File: config.mk
export PLATFORM = sky130hd
export DESIGN_NAME = bcd_display_mux
export DESIGN_NICKNAME = d
export VERILOG_FILES = /design/src/rtl/bcd_display_mux.sv
export SDC_FILE = /design/constraint.sdc
export NUM_CORES = 1
export LEC_CHECK = 0
export CAP_MARGIN = 10
export CORE_MARGIN = 2
export CORE_UTILIZATION = 52
export DETAILED_ROUTE_END_ITERATION = 8
export GPL_TIMING_DRIVEN = 0
export PLACE_DENSITY = 0.78
export SLEW_MARGIN = 20
export SYNTH_ARGS = -nofsm -noshare
export SYNTH_HDL_FRONTEND = slang
export SYNTH_SLANG_ARGS = --single-unit
File: constraint.sdc
create_clock -name clk -period 2.4 [get_ports clk]
set_clock_uncertainty 0.15 [all_clocks]
set_input_delay 0.48 -clock clk [delete_from_list [all_inputs] [get_ports clk]]
set_output_delay 0.48 -clock clk [all_outputs]
set_load 0.005 [all_outputs]
File: src/rtl/bcd_display_mux.sv
// Converts two 14-bit counters to BCD with one shared shift-add-3 engine and scans
// them onto an 8-digit common-anode display (number_1 on digits 3..0, number_2 on 7..4).
module bcd_display_mux #(
    parameter int SCAN_DIV      = 50000,
    parameter int BLANK_LEADING = 1
) (
    input  logic        clk,
    input  logic        rst_ext_n,
    input  logic [13:0] number_1,
    input  logic [13:0] number_2,
    output logic [6:0]  seg_n,
    output logic        dp_n,
    output logic [7:0]  an_n
);

    localparam logic [1:0] ST_IDLE  = 2'd0;
    localparam logic [1:0] ST_LOAD  = 2'd1;
    localparam logic [1:0] ST_SHIFT = 2'd2;
    localparam logic [1:0] ST_STORE = 2'd3;

    localparam int PW = (SCAN_DIV > 1) ? $clog2(SCAN_DIV) : 1;
    localparam logic [PW-1:0] PRESC_MAX = PW'(SCAN_DIV - 1);

    logic [1:0]    state_q, state_d;
    logic          sel_q, sel_d;
    logic [13:0]   bin_q, bin_d;
    logic [15:0]   bcd_q, bcd_d;
    logic          range_q, range_d;
    logic [3:0]    iter_q, iter_d;
    logic [15:0]   bank1_q, bank1_d, bank2_q, bank2_d;
    logic          over1_q, over1_d, over2_q, over2_d;
    logic [PW-1:0] presc_q;
    logic [2:0]    idx_q;
    logic [6:0]    seg_q, seg_d;
    logic [7:0]    an_q, an_d;
    logic          dp_q, dp_d;

    logic [13:0]   sample;
    logic [15:0]   bcdAdj;
    logic [15:0]   bankSel;
    logic          overSel;
    logic [1:0]    digitPos;
    logic [3:0]    nibble;
    logic          upperZero;

    function automatic logic [15:0] addThree(input logic [15:0] v);
        logic [15:0] r;
        r = v;
        for (int n = 0; n < 4; n++) begin
            if (v[n*4 +: 4] >= 4'd5) r[n*4 +: 4] = v[n*4 +: 4] + 4'd3;
        end
        return r;
    endfunction

    function automatic logic [6:0] encodeDigit(input logic [3:0] d);
        case (d)
            4'd0:    return 7'h40;
            4'd1:    return 7'h79;
            4'd2:    return 7'h24;
            4'd3:    return 7'h30;
            4'd4:    return 7'h19;
            4'd5:    return 7'h12;
            4'd6:    return 7'h02;
            4'd7:    return 7'h78;
            4'd8:    return 7'h00;
            4'd9:    return 7'h10;
            default: return 7'h7F;
        endcase
    endfunction

    // Conversion engine: the banks only change in STORE, so the scan never sees a partial result.
    always_comb begin
        state_d = state_q;
        sel_d   = sel_q;
        bin_d   = bin_q;
        bcd_d   = bcd_q;
        range_d = range_q;
        iter_d  = iter_q;
        bank1_d = bank1_q;
        bank2_d = bank2_q;
        over1_d = over1_q;
        over2_d = over2_q;
        sample  = sel_q ? number_2 : number_1;
        bcdAdj  = addThree(bcd_q);
        case (state_q)
            ST_IDLE: state_d = ST_LOAD;
            ST_LOAD: begin
                bin_d   = sample;
                bcd_d   = 16'd0;
                range_d = (sample > 14'd9999);
                iter_d  = 4'd0;
                state_d = ST_SHIFT;
            end
            ST_SHIFT: begin
                bcd_d  = {bcdAdj[14:0], bin_q[13]};
                bin_d  = {bin_q[12:0], 1'b0};
                iter_d = iter_q + 4'd1;
                if (iter_q == 4'd13) state_d = ST_STORE;
            end
            default: begin
                if (sel_q) begin
                    bank2_d = bcd_q;
                    over2_d = range_q;
                end else begin
                    bank1_d = bcd_q;
                    over1_d = range_q;
                end
                sel_d   = ~sel_q;
                state_d = ST_IDLE;
            end
        endcase
    end

    // Reset release is expected to be synchronous to clk already, so no local synchronizer.
    always_ff @(posedge clk or negedge rst_ext_n) begin
        if (!rst_ext_n) begin
            state_q <= ST_IDLE;
            sel_q   <= 1'b0;
            bin_q   <= 14'd0;
            bcd_q   <= 16'd0;
            range_q <= 1'b0;
            iter_q  <= 4'd0;
            bank1_q <= 16'd0;
            bank2_q <= 16'd0;
            over1_q <= 1'b0;
            over2_q <= 1'b0;
        end else begin
            state_q <= state_d;
            sel_q   <= sel_d;
            bin_q   <= bin_d;
            bcd_q   <= bcd_d;
            range_q <= range_d;
            iter_q  <= iter_d;
            bank1_q <= bank1_d;
            bank2_q <= bank2_d;
            over1_q <= over1_d;
            over2_q <= over2_d;
        end
    end

    // A digit is blank when it and every higher digit of its group are zero; units always show.
    always_comb begin
        bankSel   = idx_q[2] ? bank2_q : bank1_q;
        overSel   = idx_q[2] ? over2_q : over1_q;
        digitPos  = idx_q[1:0];
        nibble    = 4'(bankSel >> {digitPos, 2'b00});
        upperZero = ((bankSel >> {digitPos, 2'b00}) == 16'd0);
        if (overSel)
            seg_d = 7'h3F;
        else if ((BLANK_LEADING != 0) && (digitPos != 2'd0) && upperZero)
            seg_d = 7'h7F;
        else
            seg_d = encodeDigit(nibble);
        an_d = ~(8'b1 << idx_q);
        dp_d = (idx_q != 3'd4);
    end

    always_ff @(posedge clk or negedge rst_ext_n) begin
        if (!rst_ext_n) begin
            presc_q <= '0;
            idx_q   <= 3'd0;
            seg_q   <= 7'h7F;
            an_q    <= 8'hFF;
            dp_q    <= 1'b1;
        end else begin
            if (presc_q == PRESC_MAX) begin
                presc_q <= '0;
                idx_q   <= idx_q + 3'd1;
            end else begin
                presc_q <= presc_q + 1'b1;
            end
            seg_q <= seg_d;
            an_q  <= an_d;
            dp_q  <= dp_d;
        end
    end

    assign seg_n = seg_q;
    assign an_n  = an_q;
    assign dp_n  = dp_q;

endmodule

Word level (Yosys, flattened, before mapping)

Memories as Yosys holds them, arrays and structs flattened.
Cells that the tools add are included.

Input port bits: 30
Memories kept: 1
Bits in read-only memories: 112
Output and inout port bits: 16
Bits in registers: 107

Memory list:

| memory           | words | width | rd ports | clocked after Yosys merged registers in | write ports | line | text |
|---|---|---|---|---|---|---|---|
| (name not given) | 16    | 7     | 1        | 0                                       | 0           | 56   | `case (d)` |

Shifts and indexed selects: 2
Add/subtract/negate cells: 7
Reductions and logical operators: 8
Muxes and demuxes: 15
Bitwise gates (word level): 3
Equality and inequality tests: 6
Order comparisons: 5

Operators by type and width:

| cell                  | number |
|---|---|
| $mux 16               | 2 |
| $pmux 16 s2           | 1 |
| $pmux 14 s2           | 1 |
| $add 16x1->16 const B | 1 |
| $eq 16x16->1 const B  | 1 |
| $ge 4x3->1 const B    | 4 |
| $logic_not 16->1      | 1 |
| $shr 16x4->16         | 1 |
| $gt 14x14->1 const B  | 1 |
| $mux 14               | 1 |
| $mux 7                | 2 |
| $add 4x2->4 const B   | 3 |
| $mux 4                | 3 |
| $not 8->8             | 1 |
| $pmux 4 s2            | 1 |
| $shl 1x3->8 const A   | 1 |
| $pmux 2 s3            | 1 |
| $add 4x1->4 const B   | 1 |
| $eq 4x4->1 const B    | 1 |
| $reduce_and 2->1      | 2 |
| $reduce_bool 2->1     | 2 |
| $add 3x1->3 const B   | 1 |
| $add 3x2->3 const B   | 1 |
| $mux 3                | 1 |
| other kinds (10)      | 11 |

Depth between registers and ports, before layout

Word-level depth: 6
Mapped depth: 9
Gate-level depth less buffers: 8

Worst setup path after synthesis

OpenSTA, ideal clock, no wires.

Path kind: reg2reg
Start point: reg idx_q[2]
End point: reg seg_q[6], in the netlist seg_n[6]
Cell stages (with the launch flop): 10
Arrival: 2.367 ns
Slack: -0.198 ns
Path buffers: 1
Period minus slack after synthesis: 2.598 ns
Data required time: 2.169 ns
Cell sequence: dfrtp_1 buf_6 mux4_1 mux2i_1 ha_1 nor2b_1 o221ai_1 a211oi_1 a21oi_1 a211oi_2

Word-level cells in the longest chain between the ends: 6
Elaborated cells on any way between the ends: 8

Ends and longest elaborated chain:

| element                                                              | line | text |
|---|---|---|
| from (decl)                                                          | 33   | `logic [2:0] idx_q;` |
| from (signal assigned)                                               | 168  | `idx_q <= idx_q + 3'd1;` |
| parallel branches: the longest is 5 deep, another holds $mem_v2 16x7 | -    |  |
| $mux 7 (*)                                                           | 148  | `if (overSel)` |
| net seg_d[6]                                                         | 34   | `logic [6:0] seg_q, seg_d;` |
| to (signal assigned)                                                 | 172  | `seg_q <= seg_d;` |
| to (decl)                                                            | 34   |  |

Mark *: on every way through the listed nets, which the timed path passes.
A chain may end at the register's enable or synchronous reset.

Worst setup path in the final report

Start point: reg idx_q[2]
End point: reg seg_q[5], in the netlist seg_n[5]

The elaborated chain is that of the path after synthesis.

==> results.md <==
- Outcome: finished with violations
- Failing checks: setup timing
- Final min period: 2.50 ns
- WS Path Type: reg2reg
- Leakage: 0.00284 uW
- Clock group share of total power: 0.220
- Clock sink total: around 110
- Crit path arrival time: between 2 and 3 ns
- Synth top area share: 0.428
- Worst path max stage delay: 0.55 ns
- # H-tree levels: 3
- GRT Overall Usage: 0.220
- MaxCap Viol Count: 0
- CP Capture Type: flop
- Input/output buffers: 45
- Global route overflow: 0
- Reg-to-reg slack, setup: -0.1 ns
- Final worst slack: -0.0986 ns
- Final wirelength: roughly 11000 um
- Top delay family on crit path: multiplexers
- Count of state elements after synthesis: between 100 and 150
- CTS root buf: clkbuf_8
- Area grow syn2layout: 18.3%
- Syn avg cell area: 10.5 um2
- Detailed Route Iter0 Violations: 284
- CP Launch Type: flop
- Ys async rst share: 1.00
- Hpwl dp: around 8200 um
- DR WL/cell: 15.8 um
- Period utilization: 1.04
- Initial Util: 0.540
- Slew margin rel.: 0.578
- Reg power frac: 0.474
- Fmax: ~0.4 GHz
- Max IR drop VDD: 0.419 mV
- Largest net degree at the start of global routing: 74
- Placed Cells: 688
- Clock-pin slew of the registers on the worst-case setup and hold paths: 0.10 ns
- DRC viols: 0
- CTS Buf Count: 9
- WHS Endpoint: presc_q[13]
- I/O Pins: between 40 and 50
- Max FO, Critical Path: 6
- CTS Buffer Depth: 2
- Initial antenna violation count: 0
- Largest area contributor in the netlist: dfrtp_1
- Syn Nets: about 570
- Cell Chain, Critical Path: buf_6 -> mux4_2 -> mux2i_4 -> ha_2 -> nor2b_4 -> o221ai_2 -> a211oi_2 -> buf_4 -> a21oi_4 -> o21ai_1
- Diode count: 0
- CTS tree: yes
- RSZ-0062 raised after global routing: true
- Synth cell count leaders: dfrtp_1, nand2_1, o21ai_0, inv_1, ha_1
- Combinational group share of total power: 0.306
- DR vias/cell: 5.64
- Die X: between 100 and 150 um
- Setup TNS: -0.595 ns
- Row count: 36
- Hold Path Origin: presc_q[13]
- Cell Area, Synth: 0.00532 mm2
- Req. time, crit path: roughly 2.6 ns
- Synth Flop Type: dfrtp_1
- Internal power: 3610 uW
- Detailed Routing Iterations Pass 1: 4
- Worst r2r src: idx_q[2]
- CP max stage cell: mux4_2
- Worst Reg-to-Reg Cells: 10
- YS warnings: 0
- # setup viols final: 7
- CP bufs+invs: 2
- Layout cells sized above 1: 0.154
- Finished Layout Cells: 711
- Core Area: 0.00986 mm2
- Tot Pwr: 5370 uW
- Die footprint: 0.0111 mm2
- Most frequent cell after synthesis: dfrtp_1
- Synth unique cells: 49
- Switching share of power: 0.328
- Final nets: roughly 630
- Routed vias: between 4k and 5k
- Cells after synthesis: roughly 510
- Critical R2R Capture: seg_n[5]
- Vias in the first global route: 4052
- Post-synth EDFFs: 0
- First-pass GRT wire length: 19500 um
- Slew @ Worst Pin: about 0.63 ns
- Antenna viol nets, final: 0
- Pwr Density: ~850 mW/mm2
- Routability congestion estimate: 0.844
- Clk_lat worst skew: roughly 0.36 ns
- Hold Crit Depth: 1
- Sw power: 1760 uW
- Die height: 105 um
- Worst Hold Class: reg2reg
- Final hold violation count: 0
- Top post-synthesis cells by area: dfrtp_1, dfstp_2, ha_1
- Sequential area share after synthesis: 0.502
- Slew Viols, Final: 0
==> how the worst max path moves through the flow <==
stage,start,end,depth (start not counted)
floorplan,idx_q[2],seg_n[6],9
global placement,rst_ext_n,presc_q[13],1
detailed placement,idx_q[2],seg_n[6],9
CTS,idx_q[2],seg_n[6],9
global route,idx_q[2],seg_n[5],10
finish,idx_q[2],seg_n[5],10
==> cell families after synthesis <==
group,Yosys count,share of synthesized area
adders and majority gates,26,0.0611
DFF,106,0.502
xor gates and xnor gates,20,0.0329
muxes,52,0.126
AOI/OAI and AO/OA,105,0.110
and+or+nand+nor,145,0.125
buffers and inverters,55,0.0430
==> power groups by stage <==
stage,Combinational [uW],Sequential (uW),Clock (uW)
6_report,1640,2540,1180
5_1_grt,1860,2590,1280
4_1_cts,1620,2530,1200
3_5_place_dp,1580,2570,0
3_3_place_gp,1490,2540,0
2_1_floorplan,1120,2470,0
==> layout make-up <==
class	count	area [um2]
clock inverters	5	80.1
flip-flops and latches	106	2670
repair buffers	53	534
fillers	741	3570
clock buffers	11	131
multi-input cells	348	2480
plain buffers	24	119
well taps	133	166
inverters	31	116
==> registers in the layout, summed over array words and instances, names as in the netlist, 4 cells and up <==
register  count
bank2_q      16
presc_q      16
an_n          8
bank1_q      16
iter_q        4
seg_n         7
bcd_q        16
bin_q        14
==> cells in the final DEF (no fill, tap or decap), types with 3 or more instances in the layout <==
master / n
a21oi_1: 10
and3_1: 7
buf_4: 8
buf_6: 3
clkbuf_1: 17
clkbuf_2: 3
clkbuf_8: 9
clkdlybuf4s50_1: 44
dfrtp_1: 91
dfstp_2: 15
ha_1: 25
inv_1: 30
mux2_2: 22
mux2i_1: 18
mux4_2: 6
nand2_1: 70
nand2b_1: 5
nand3_1: 16
nand4_1: 3
nor2_1: 21
nor3_1: 8
nor4_1: 5
o21ai_0: 65
o21ai_1: 4
o22ai_1: 10
xnor2_1: 9
xor2_1: 11
==> worst register-to-register path, cell delays in order (launching register included) <==
cell,delay [ns]
dfrtp_1,0.38
buf_6,0.14
mux4_2,0.55
mux2i_4,0.17
ha_2,0.20
nor2b_4,0.14
o221ai_2,0.09
a211oi_2,0.29
buf_4,0.17
a21oi_4,0.07
o21ai_1,0.09
==> per-stage QoR <==
stage | utilization | hold slack, ns | area, um2 | setup slack, ns
final | 0.638 | 0.347 | 6290 | -0.0986
after CTS | 0.635 | 0.348 | 6270 | -0.0803
after global placement | 0.604 | 0.319 | 5960 | -3.09
after global routing | 0.638 | 0.376 | 6290 | -0.244
after floorplan | - | 0.0344 | 5340 | -0.0341
after detailed placement | 0.607 | 0.239 | 5990 | -0.384
==> metal layers <==
metal / routed length (um) / track usage / part of all wire
met1: 5240 / 0.301 / 0.47
met2: 5280 / 0.349 / 0.47
met3: 361 / 0.0256 / 0.032
met4: 363 / 0.107 / 0.032
met5: 0 / 0 / 0
==> timing repair <==
| action | 4_1_cts | 5_1_grt |
|---|---|---|
| endpoints found under the hold margin | 33 | 0 |
| pin swaps | 2 | 1 |
| hold buffers | 1 | 0 |
| buffers inserted | 5 | 1 |
| resized for setup | 5 | 8 |
| endpoints found under the setup margin | 8 | 17 |
Power figures use the tool's default switching activity.
